**config.mk**
```make
export PLATFORM = sky130hd
export DESIGN_NAME = io_bus_ctrl
export DESIGN_NICKNAME = d
export VERILOG_FILES = /design/src/rtl/io_bus_ctrl.sv
export SDC_FILE = /design/constraint.sdc
export NUM_CORES = 1
export LEC_CHECK = 0
export BUFFER_PORTS_ARGS = -buffer_cell sky130_fd_sc_hd__clkbuf_2
export CORE_MARGIN = 1.5
export CORE_UTILIZATION = 35
export DETAILED_ROUTE_END_ITERATION = 7
export HOLD_SLACK_MARGIN = 0.02
export MAX_ROUTING_LAYER = met4
export PLACE_DENSITY = 0.74
export SETUP_SLACK_MARGIN = 0.5
export SLEW_MARGIN = 20
export SYNTH_ARGS = -nofsm -noshare
export SYNTH_HDL_FRONTEND = slang
export SYNTH_SLANG_ARGS = --single-unit
```
**constraint.sdc**
```tcl
create_clock -name clk -period 5.11 [get_ports clk]
set_input_delay 1.533 -clock clk [delete_from_list [all_inputs] [get_ports clk]]
set_output_delay 1.533 -clock clk [all_outputs]
set_load 0.1 [all_outputs]
```
**src/rtl/io_bus_ctrl.sv**
```systemverilog
// Memory-mapped IO bus controller: address decode, registered LED/segment write
// strobes, and enter-button handshaked switch reads with an optional timeout.
module io_bus_ctrl #(
  parameter logic [31:0] SW_ADDR        = 32'hFFFF_FFF0,
  parameter logic [31:0] LED_ADDR       = 32'hFFFF_FFF4,
  parameter logic [31:0] SEG_ADDR       = 32'hFFFF_FFF7,
  parameter logic [31:0] STAT_ADDR      = 32'hFFFF_FFF8,
  parameter bit          WAIT_ENTER     = 1'b1,
  parameter int unsigned TIMEOUT_CYCLES = 0
) (
  input  logic        clk,
  input  logic        rst,
  input  logic [31:0] cpu_addr,
  input  logic [31:0] cpu_wdata,
  input  logic        cpu_rd,
  input  logic        cpu_wr,
  input  logic        enter_debounced,
  input  logic [15:0] switch_data,
  output logic        io_hit,
  output logic        cpu_stall,
  output logic [31:0] cpu_rdata,
  output logic        cpu_rvalid,
  output logic        led_we,
  output logic [15:0] led_wdata,
  output logic        seg_we,
  output logic [31:0] seg_wdata
);

  localparam int unsigned CW = (TIMEOUT_CYCLES > 1) ? $clog2(TIMEOUT_CYCLES) : 1;
  localparam logic [CW-1:0] TMO_LAST = CW'(TIMEOUT_CYCLES - 1);

  typedef enum logic [1:0] {IDLE, WAIT_REL, WAIT_PRESS, RESP} state_t;

  state_t        state;
  state_t        state_next;
  logic          enter_q;
  logic [CW-1:0] tmo_cnt;
  logic          timeout_flag;
  logic [15:0]   cap_data;

  logic          led_go;
  logic          seg_go;
  logic          capture;
  logic          by_press;
  logic          by_timeout;
  logic          press_edge;
  logic          tmo_hit;

  assign io_hit = (cpu_addr == SW_ADDR) || (cpu_addr == LED_ADDR) ||
                  (cpu_addr == SEG_ADDR) || (cpu_addr == STAT_ADDR);
  assign press_edge = enter_debounced & ~enter_q;
  assign tmo_hit    = (TIMEOUT_CYCLES != 0) && (tmo_cnt == TMO_LAST);

  // Next-state, stall and read-response logic
  always_comb begin
    state_next = state;
    cpu_stall  = 1'b0;
    cpu_rvalid = 1'b0;
    cpu_rdata  = 32'h0000_0000;
    led_go     = 1'b0;
    seg_go     = 1'b0;
    capture    = 1'b0;
    by_press   = 1'b0;
    by_timeout = 1'b0;
    case (state)
      IDLE: begin
        if (cpu_wr) begin
          // A store on an IO address wins over a simultaneous load.
          led_go = (cpu_addr == LED_ADDR);
          seg_go = (cpu_addr == SEG_ADDR);
        end else if (cpu_rd && (cpu_addr == STAT_ADDR)) begin
          cpu_rvalid = 1'b1;
          cpu_rdata  = {29'b0, timeout_flag, enter_debounced, 1'b0};
        end else if (cpu_rd && (cpu_addr == SW_ADDR)) begin
          if (WAIT_ENTER) begin
            cpu_stall  = 1'b1;
            state_next = enter_debounced ? WAIT_REL : WAIT_PRESS;
          end else begin
            cpu_rvalid = 1'b1;
            cpu_rdata  = {16'b0, switch_data};
          end
        end else begin
          state_next = IDLE;
        end
      end
      WAIT_REL: begin
        cpu_stall = 1'b1;
        if (tmo_hit) begin
          capture    = 1'b1;
          by_timeout = 1'b1;
          state_next = RESP;
        end else if (!enter_debounced) begin
          state_next = WAIT_PRESS;
        end else begin
          state_next = WAIT_REL;
        end
      end
      WAIT_PRESS: begin
        cpu_stall = 1'b1;
        if (press_edge) begin
          capture    = 1'b1;
          by_press   = 1'b1;
          state_next = RESP;
        end else if (tmo_hit) begin
          capture    = 1'b1;
          by_timeout = 1'b1;
          state_next = RESP;
        end else begin
          state_next = WAIT_PRESS;
        end
      end
      RESP: begin
        cpu_rvalid = 1'b1;
        cpu_rdata  = {16'b0, cap_data};
        state_next = IDLE;
      end
      default: state_next = IDLE;
    endcase
    if (rst) begin
      cpu_stall  = 1'b0;
      cpu_rvalid = 1'b0;
      cpu_rdata  = 32'h0000_0000;
    end else begin
      cpu_stall  = cpu_stall;
    end
  end

  // State, strobe, capture and timeout registers
  always_ff @(posedge clk) begin
    if (rst) begin
      state        <= IDLE;
      enter_q      <= 1'b0;
      tmo_cnt      <= '0;
      timeout_flag <= 1'b0;
      cap_data     <= 16'h0000;
      led_we       <= 1'b0;
      seg_we       <= 1'b0;
      led_wdata    <= 16'h0000;
      seg_wdata    <= 32'h0000_0000;
    end else begin
      state   <= state_next;
      enter_q <= enter_debounced;
      led_we  <= led_go;
      seg_we  <= seg_go;
      if (led_go) led_wdata <= cpu_wdata[15:0];
      if (seg_go) seg_wdata <= cpu_wdata;
      if ((state == WAIT_REL) || (state == WAIT_PRESS)) tmo_cnt <= tmo_cnt + CW'(1);
      else                                              tmo_cnt <= '0;
      if (capture) cap_data <= switch_data;
      if (by_press)        timeout_flag <= 1'b0;
      else if (by_timeout) timeout_flag <= 1'b1;
    end
  end

endmodule

```
==> metrics, run 1 <==
via density per instance 4.65; weighted congestion reported at the end of routability-driven placement 0.828; Layout Utilization 0.515; wire length per cell 12.2 um; Leakage Power 2.29 nW; VDD IR-drop max 0.143 mV; FF+latch count, synth 69; setup slack of the most critical reg-to-reg path 2.72 ns; number of buffers created by CTS 9; dominant cells by area after synthesis sky130_fd_sc_hd__dfxtp_1 44%, sky130_fd_sc_hd__mux2i_1 15%, sky130_fd_sc_hd__nand2_1 14%; fraction of the cycle the final worst path needs 0.893; gr ovfl total 0; share of post-route cells with drive strength above 1 0.364; Max Fclk 219 MHz; count of max-cap constraint violations 0; synthesized netlist cell count 357; pin count of the biggest net entering global routing 51; Post-Place Cell Area 0.00421 mm^2; minimum clock period after layout 4.56 ns; overall via count from detail_route 2,879; parity-gate share of the synthesized area counting xor and xnor cells 0; pwr/cell area 257 mW/mm^2; CTS sink count 69; type of the worst setup path input port to primary output; total setup violations reported at the end of the flow 0; wire length after detailed routing 7520 um; Clk Tree Root Cell sky130_fd_sc_hd__clkbuf_8; Initial Util 0.358; TritonCTS clock tree built; beginning of the worst hold path cap_data[12]$_SDFFE_PP0P_; Yosys warning count 0; Setup Skew 0.00908 ns; crit path setup slack, layout 0.546 ns; CP startpoint cpu_addr[2]; number of global-route vias before repair 2,873; Synth Area in Compound Gates 0.0552; status finished, final reports clean; combinational family with the most area after synthesis simple AND/OR/NAND/NOR gates; initial antenna violation count 0; number of primary I/O pins 170; # nets final 596; average instance area after synthesis 8.70 um^2; Area Overhead vs Synth 43.8%; Post-synth EDFFs 0; number of different library cells in the post-synthesis netlist 33; kind of path behind the tightest hold check flop to flop; half-perimeter wire length after detailed placement 5770 um; Async S/R FF share, synth 0; clock latency at the later pin of the worst-skew pair 0.34 ns; placeable core area 0.00868 mm^2; CP Data Required Time 3.58 ns; Final Instance Area 0.00447 mm^2; TNS Setup 0 ns; worst slack after detailed placement 0.507 ns; Synth area leader sky130_fd_sc_hd__dfxtp_1; Die Span X 97.2 um; setup repair after global routing missed its margin yes; full die area 0.00945 mm^2; top flip-flop cell by instance count after synthesis sky130_fd_sc_hd__dfxtp_1; number of DRC violations after detailed-routing iteration 0 68; sequential element share of the synthesized area 0.445; most common cell in the netlist sky130_fd_sc_hd__nand2_1; element type at the critical path end primary output; post-synthesis instance area 0.00311 mm^2; Max Root-Sink Buffers 2; Final Hold Fails 0; level count of the clock H-tree 3; Antenna Nets Post-Route 0; mux contribution to synthesized area 0.155; Total GRT Usage 0.165; std cell rows 34; number of DRC violations after detailed routing 0; Die Y 97.2 um; cts hold-fix bufs 0; diode insertion count for antenna repair 0; max-slew violation count 0; post-synthesis share of cell area spent on and, or, nand and nor gates 0.249; Arr. time, crit path 3.03 ns; critical-path maximum fanout 5; clock edge transition at the registers on the reported setup and hold paths 0.07 ns; fill cell total of the finished layout 824; Worst setup SP type input port; Reg2Reg Launch Point state[0]$_SDFFE_PP0P_; first-pass GRT wire length 12,600 um; Post-synth top cells 117 x sky130_fd_sc_hd__nand2_1, 69 x sky130_fd_sc_hd__dfxtp_1, 48 x sky130_fd_sc_hd__mux2i_1; Max-Slew Margin vs Limit 0.490; Initial DRT Pass Iterations 4; count of input and output buffers 153; Worst-Margin Slew 0.764 ns; adder-cell share of the synthesized area 0.0201; post-synth top area share 0.445
what timing repair did:
action,CTS,global route
endpoints found under the setup margin,0,3
buffers inserted,0,1
resized for setup,0,7
critical path: stages:
cell	delay, ns
sky130_fd_sc_hd__buf_6	0.09
sky130_fd_sc_hd__or4b_4	0.58
sky130_fd_sc_hd__nor3_4	0.14
sky130_fd_sc_hd__nand4_1	0.16
sky130_fd_sc_hd__a211oi_4	0.30
sky130_fd_sc_hd__buf_12	0.21
final timing paths:
| check | cells past startpoint | endpoint |
|---|---|---|
| setup / recovery | 6 | cpu_rdata[1] |
| hold / removal | 2 | cap_data[12]$_SDFFE_PP0P_ |
| setup reg to reg | 6 | seg_wdata[15]$_SDFFE_PP0P_ |
| hold reg to reg | 2 | cap_data[12]$_SDFFE_PP0P_ |
metal layers:
metal,vias to the layer above,share of wire,track usage
met5,-,0,-
met4,0,0.014,0.0571
met3,12,0.054,0.0403
met2,86,0.52,0.295
met1,1325,0.41,0.179
li1,1456,-,-
cells in the final DEF, fill, tap and decap left out, types with 5 or more instances in the layout:
| cell type | instances |
|---|---|
| sky130_fd_sc_hd__clkbuf_2 | 133 |
| sky130_fd_sc_hd__nand2_1 | 117 |
| sky130_fd_sc_hd__dfxtp_1 | 69 |
| sky130_fd_sc_hd__mux2i_1 | 48 |
| sky130_fd_sc_hd__buf_12 | 18 |
| sky130_fd_sc_hd__and2_1 | 17 |
| sky130_fd_sc_hd__a21oi_1 | 17 |
| sky130_fd_sc_hd__conb_1 | 16 |
| sky130_fd_sc_hd__clkbuf_8 | 10 |
| sky130_fd_sc_hd__nand4_1 | 8 |
| sky130_fd_sc_hd__buf_4 | 6 |
| sky130_fd_sc_hd__ha_1 | 5 |
sequential cells by signal, indices dropped and copies added, names as in the netlist:
name / count
seg_wdata: 32
cap_data: 16
led_wdata: 16
state: 2
enter_q: 1
led_we: 1
seg_we: 1
kinds of logic (layout without fill, tap and decap cells):
kind of cell	after synthesis	after routing
fa+ha+maj	5	5
buf+inv	41	180
mux	48	48
compound gates	29	29
other cells	1	16
flops	69	69
simple gates	164	164
layout make-up:
type	instances	area [um^2]	share of cell area
clock buffer	11	141	0.0317
clock inverter	5	83.8	0.0188
inverter	5	18.8	0.00420
multi-input combinational	262	1610	0.361
sequential	69	1380	0.309
tap	108	135	0.0303
timing repair buffer	159	1090	0.245
metrics by stage:
step                hold slack [ns]  std cells  power [mW]
floorplan                     0.432        372       0.637
global placement              0.437        602       0.663
detailed placement            0.444        602       0.665
CTS                           0.454        618        1.16
global route                  0.472        619        1.20
finish                        0.451        619        1.15
power breakdown:
part           leakage, nW  internal (mW)  total, mW  switching (mW)
sequential           0.556          0.538      0.538        0.000161
combinational         1.63         0.0316      0.117          0.0851
clock                0.106          0.289      0.494           0.205
total                 2.29          0.858       1.15           0.290
Power figures use the tool's default switching activity.
==> run 2, diff against run 1 <==
CTS_BUF_LIST = sky130_fd_sc_hd__clkbuf_4 sky130_fd_sc_hd__clkbuf_8 sky130_fd_sc_hd__clkbuf_16   (was not set)
==> run 2 against run 1 <==
Effect of this change:
- via count unchanged
- utilization about the same
- first-iteration DRC count down 4.4%
- critical path type unchanged
- largest power group unchanged
- worst setup slack unchanged
- final cell count unchanged
- worst hold slack about the same
- register-to-register slack about the same
- highest routed layer unchanged
- final area about the same
- critical endpoint unchanged
==> metrics, run 2 (same netlist as run 1, synthesis figures left out) <==
status finished, final reports clean; element type at the critical path end primary output; type of the worst setup path input port to primary output; CP Data Required Time 3.58 ns (about the same); kind of path behind the tightest hold check flop to flop; CTS sink count 69 (unchanged); TNS Setup 0 ns (unchanged); Total GRT Usage 0.165 (about the same); max reg flops 32 (unchanged); placeable core area 0.00868 mm^2 (unchanged); commonest non-fill, non-tap cells in the layout 133 x sky130_fd_sc_hd__clkbuf_2, 117 x sky130_fd_sc_hd__nand2_1, 69 x sky130_fd_sc_hd__dfxtp_1; initial antenna violation count 0 (unchanged); Initial DRT Pass Iterations 4 (unchanged); Die Y 97.2 um (unchanged); weighted congestion reported at the end of routability-driven placement 0.828 (unchanged); Die Span X 97.2 um (unchanged); wire length per cell 12.1 um (-0.15%); total setup violations reported at the end of the flow 0 (unchanged); cts hold-fix bufs 0 (unchanged); Antenna Nets Post-Route 0 (unchanged); Final Hold Fails 0 (unchanged); Max-Slew Margin vs Limit 0.488 (-0.00133); fill cell total of the finished layout 824 (unchanged); level count of the clock H-tree 3 (unchanged); number of buffers created by CTS 9 (unchanged); Worst-Margin Slew 0.766 ns (+0.00200 ns); VDD IR-drop max 0.143 mV (+0.21%); Area Overhead vs Synth 43.9% (about the same); number of DRC violations after detailed routing 0 (unchanged); critical-path maximum fanout 5 (unchanged); register name with the most flops seg_wdata; diode insertion count for antenna repair 0 (unchanged); full die area 0.00945 mm^2 (unchanged); via density per instance 4.65 (unchanged); Max Fclk 219 MHz (unchanged); largest registers seg_wdata: 32 flops, cap_data: 16 flops, led_wdata: 16 flops; clock latency at the later pin of the worst-skew pair 0.34 ns (about the same); leading cell type in the layout, fill and taps excluded sky130_fd_sc_hd__clkbuf_2; count of input and output buffers 153 (unchanged); Worst setup SP type input port; half-perimeter wire length after detailed placement 5770 um (unchanged); minimum clock period after layout 4.56 ns (unchanged); Fin Hold WS 0.451 ns (+0.000113 ns); share of post-route cells with drive strength above 1 0.366 (+0.00196); Initial Util 0.358 (unchanged); Reg2Reg Launch Point state[0]$_SDFFE_PP0P_; number of DRC violations after detailed-routing iteration 0 65 (-4.4%); fraction of the cycle the final worst path needs 0.893 (unchanged); TritonCTS clock tree built; setup repair after global routing missed its margin yes; # nets final 596 (unchanged); overall via count from detail_route 2,879 (unchanged); beginning of the worst hold path cap_data[12]$_SDFFE_PP0P_; number of global-route vias before repair 2,878 (+0.17%); Leakage Power 2.29 nW (+0.15%); std cell rows 34 (unchanged); count of max-cap constraint violations 0 (unchanged); CP startpoint cpu_addr[2]; Clk Tree Root Cell sky130_fd_sc_hd__clkbuf_8; first-pass GRT wire length 12,600 um (+0.17%); number of primary I/O pins 170 (unchanged); clock edge transition at the registers on the reported setup and hold paths 0.07 ns (about the same); Max Root-Sink Buffers 2 (unchanged); wire length after detailed routing 7510 um (-0.15%); gr ovfl total 0 (unchanged); Setup Skew 0.00927 ns (+0.000193 ns); max-slew violation count 0 (unchanged); Arr. time, crit path 3.03 ns (about the same); pwr/cell area 258 mW/mm^2 (+0.42%); pin count of the biggest net entering global routing 51 (unchanged)
## run 2: critical path: stages
cell	delay (ns)
sky130_fd_sc_hd__buf_6	0.09
sky130_fd_sc_hd__or4b_4	0.58
sky130_fd_sc_hd__nor3_4	0.14
sky130_fd_sc_hd__nand4_1	0.16
sky130_fd_sc_hd__a211oi_4	0.30
sky130_fd_sc_hd__buf_12	0.21
## run 2: area by class of cell
| class | instances | area [um^2] | share of cell area |
|---|---|---|---|
| flip-flops and latches | 69 | 1380 | 0.309 |
| clock buffers | 11 | 145 | 0.0325 |
| well taps | 108 | 135 | 0.0302 |
| clock inverters | 5 | 83.8 | 0.0188 |
| inverters | 5 | 18.8 | 0.00420 |
| repair buffers | 159 | 1090 | 0.245 |
| multi-input cells | 262 | 1610 | 0.361 |
## run 2: final timing paths
check	depth (start not counted)	end	slack, ns
min reg2reg	2	cap_data[12]$_SDFFE_PP0P_	0.45
max reg2reg	6	seg_wdata[15]$_SDFFE_PP0P_	2.73
max	6	cpu_rdata[1]	0.55
min	2	cap_data[12]$_SDFFE_PP0P_	0.45
## run 2: routing by layer
metal / global-route usage / wire length, um / vias up
met5: - / 0 / -
met4: 0.0571 / 104 / 0
met2: 0.296 / 3890 / 86
li1: - / - / 1457
met1: 0.178 / 3110 / 1324
met3: 0.0403 / 407 / 12
## run 2: what timing repair did
action | in CTS | in global routing
endpoints found under the setup margin | 0 | 3
setup buffers | 0 | 1
resized for setup | 0 | 7
## run 2: where the power goes
| part | internal, mW | total [mW] | switching (mW) |
|---|---|---|---|
| combinational | 0.0316 | 0.117 | 0.0851 |
| clock | 0.294 | 0.500 | 0.205 |
| sequential | 0.538 | 0.538 | 0.000161 |
| total | 0.864 | 1.15 | 0.290 |
## run 2: through the flow
stage	util	instance area (um^2)	total power, mW	setup slack (ns)	cells
6_report	0.515	4470	1.15	0.546	619
5_1_grt	0.515	4470	1.20	0.467	619
4_1_cts	0.511	4440	1.17	0.504	618
3_5_place_dp	0.485	4210	0.665	0.507	602
3_3_place_gp	0.485	4210	0.663	0.510	602
2_1_floorplan	-	3210	0.637	0.237	372
==> run 3, diff against run 2 <==
CORE_UTILIZATION = 48   (was 35)
PLACE_DENSITY = 0.94   (was 0.74)
==> run 3 against run 2 <==
Effect of this change:
- final area fell by 4.3%
- wire length rose by 2.6%
- non-clock buffer count rose by 2
- sequential share of layout area rose by 1.4 points
- count of clock-buffer cells in the layout fell by 2
- fmax fell by 0.29%
- combinational power barely moved
- utilization rose by 16 points
- critical path type unchanged
- largest power group is now clock
==> metrics, run 3 (same netlist as run 1, synthesis figures left out) <==
status finished, final reports clean; number of buffers created by CTS 9 (unchanged); initial antenna violation count 0 (unchanged); weighted congestion reported at the end of routability-driven placement 0.920 (+11%); half-perimeter wire length after detailed placement 5690 um (-1.4%); minimum clock period after layout 4.58 ns (+0.0135 ns); crit path setup slack, layout 0.532 ns (-0.0135 ns); wire length per cell 13.1 um (+7.7%); gr ovfl total 0 (unchanged); list of cells traversed by the critical path clkbuf_2 -> or4b_4 -> nor3_4 -> nand4_1 -> a211oi_4 -> buf_12; Fin Hold WS 0.452 ns (+0.000671 ns); share of post-route cells with drive strength above 1 0.368 (+0.00247); element type at the critical path end primary output; Clk Tree Root Cell sky130_fd_sc_hd__clkbuf_8; setup repair after global routing missed its margin yes; setup slack of the most critical reg-to-reg path 3.11 ns (+0.38 ns); beginning of the worst hold path cap_data[10]$_SDFFE_PP0P_; Max-Slew Margin vs Limit 0.503 (+0.0142); Final Hold Fails 0 (unchanged); commonest non-fill, non-tap cells in the layout 133 x sky130_fd_sc_hd__clkbuf_2, 117 x sky130_fd_sc_hd__nand2_1, 69 x sky130_fd_sc_hd__dfxtp_1; register name with the most flops seg_wdata; full die area 0.00696 mm^2 (-26%); Setup Skew 0.00895 ns (-0.000321 ns); Area Overhead vs Synth 37.7%; Total GRT Usage 0.232 (+0.0670); diode insertion count for antenna repair 0 (unchanged); clock latency at the later pin of the worst-skew pair 0.33 ns (about the same); clock edge transition at the registers on the reported setup and hold paths 0.08 ns (about the same); total setup violations reported at the end of the flow 0 (unchanged); number of primary I/O pins 170 (unchanged); number of global-route vias before repair 2,973 (+3.3%); CP startpoint cpu_addr[2]; worst slack after detailed placement 0.382 ns (-0.125 ns); Antenna Nets Post-Route 0 (unchanged); # nets final 598 (+0.34%); via density per instance 5.00 (+7.5%); pwr/cell area 280 mW/mm^2 (+8.3%); standard cell with the maximum stage delay on the critical path sky130_fd_sc_hd__or4b_4; Max Root-Sink Buffers 2 (unchanged); count of max-cap constraint violations 0 (unchanged); number of DRC violations after detailed routing 0 (unchanged); max-slew violation count 0 (unchanged); VDD IR-drop max 0.195 mV (+37%); Max Fclk 218 MHz (-0.29%); critical-path maximum fanout 5 (unchanged); type of the worst setup path input port to primary output; number of cells on the worst hold path 2 (unchanged); CP Data Required Time 3.58 ns (about the same); Reg2Reg Launch Point state[0]$_SDFFE_PP0P_; Die Y 83.5 um (-14%); count of input and output buffers 153 (unchanged); fraction of the cycle the final worst path needs 0.896 (+0.00264); fill cell total of the finished layout 510 (-38%); pin count of the biggest net entering global routing 84 (+65%); overall via count from detail_route 2,949 (+2.4%); Arr. time, crit path 3.04 ns (about the same); max reg flops 32 (unchanged); Worst setup SP type input port; Initial DRT Pass Iterations 4 (unchanged); Initial Util 0.492 (+0.134); Leakage Power 2.28 nW (-0.74%); wire length after detailed routing 7710 um (+2.6%); placeable core area 0.00631 mm^2 (-27%); CTS sink count 69 (unchanged); Die Span X 83.5 um (-14%); number of DRC violations after detailed-routing iteration 0 121 (+86%); worst hold path endpoint cap_data[10]$_SDFFE_PP0P_; reg2reg end seg_wdata[14]$_SDFFE_PP0P_; largest registers seg_wdata: 32 flops, cap_data: 16 flops, led_wdata: 16 flops; TritonCTS clock tree built; count of cells along the worst register-to-register path 6 (unchanged); Worst-Margin Slew 0.744 ns (-0.0217 ns); kind of path behind the tightest hold check flop to flop; maximum single-stage delay on the critical path 0.59 ns (about the same); level count of the clock H-tree 3 (unchanged); TNS Setup 0 ns (unchanged); leading cell type in the layout, fill and taps excluded sky130_fd_sc_hd__clkbuf_2; first-pass GRT wire length 12,900 um (+2.0%); std cell rows 29 (-15%)
[run 3: cell count changes in the layout (fill, tap and decap cells not counted), sizes merged]
cell      change
bufinv        +1
clkinv        +1
clkinvlp      -2
inv           +2
[run 3: cell type report]
cell class / instances / area [um^2] / area share
clock buffer: 9 / 124 / 0.0290
clock inverter: 7 / 121 / 0.0284
inverter: 5 / 21.3 / 0.00497
multi-input combinational: 262 / 1610 / 0.377
sequential: 69 / 1380 / 0.323
tap: 77 / 96.3 / 0.0225
timing repair buffer: 161 / 920 / 0.215
[run 3: layer usage]
layer	global-route usage	vias to the layer above	share of wire
met5	-	-	0
met4	0.0939	0	0.019
met3	0.0613	20	0.073
met2	0.414	125	0.52
met1	0.245	1340	0.38
li1	-	1464	-
[run 3: report_power, final]
part	total (mW)	internal, mW	switching (mW)
clock	0.539	0.328	0.212
sequential	0.538	0.538	0.000113
combinational	0.118	0.0318	0.0867
total	1.20	0.897	0.298
[run 3: per-stage QoR]
stage | instance area (um^2) | util | std cells | total power, mW
floorplan | 3210 | - | 372 | 0.637
global placement | 3970 | 0.628 | 569 | 0.662
detailed placement | 3970 | 0.629 | 569 | 0.664
CTS | 4270 | 0.676 | 590 | 1.21
global route | 4280 | 0.677 | 590 | 1.24
finish | 4280 | 0.677 | 590 | 1.20
[run 3: critical path: cells and delay by family]
family / cells / cell delay, ns
and+or+nand+nor: 3 / 0.91
buffers and inverters: 2 / 0.30
AOI/OAI and AO/OA: 1 / 0.30
[run 3: worst max path at each step]
stage / cells after the start / endpoint / slack (ns)
3_5_place_dp: 6 / io_hit / 0.38
5_1_grt: 6 / cpu_rdata[1] / 0.44
2_1_floorplan: 4 / cpu_rdata[1] / 0.24
3_3_place_gp: 6 / io_hit / 0.46
4_1_cts: 6 / cpu_rdata[1] / 0.49
6_report: 6 / cpu_rdata[1] / 0.53
[run 3: repair_timing]
item | 4_1_cts | 5_1_grt
setup endpoints to repair | 2 | 3
pin swaps | 5 | 2
setup buffers | 5 | 0
hold buffers | 0 | 0
gates resized for setup | 3 | 1
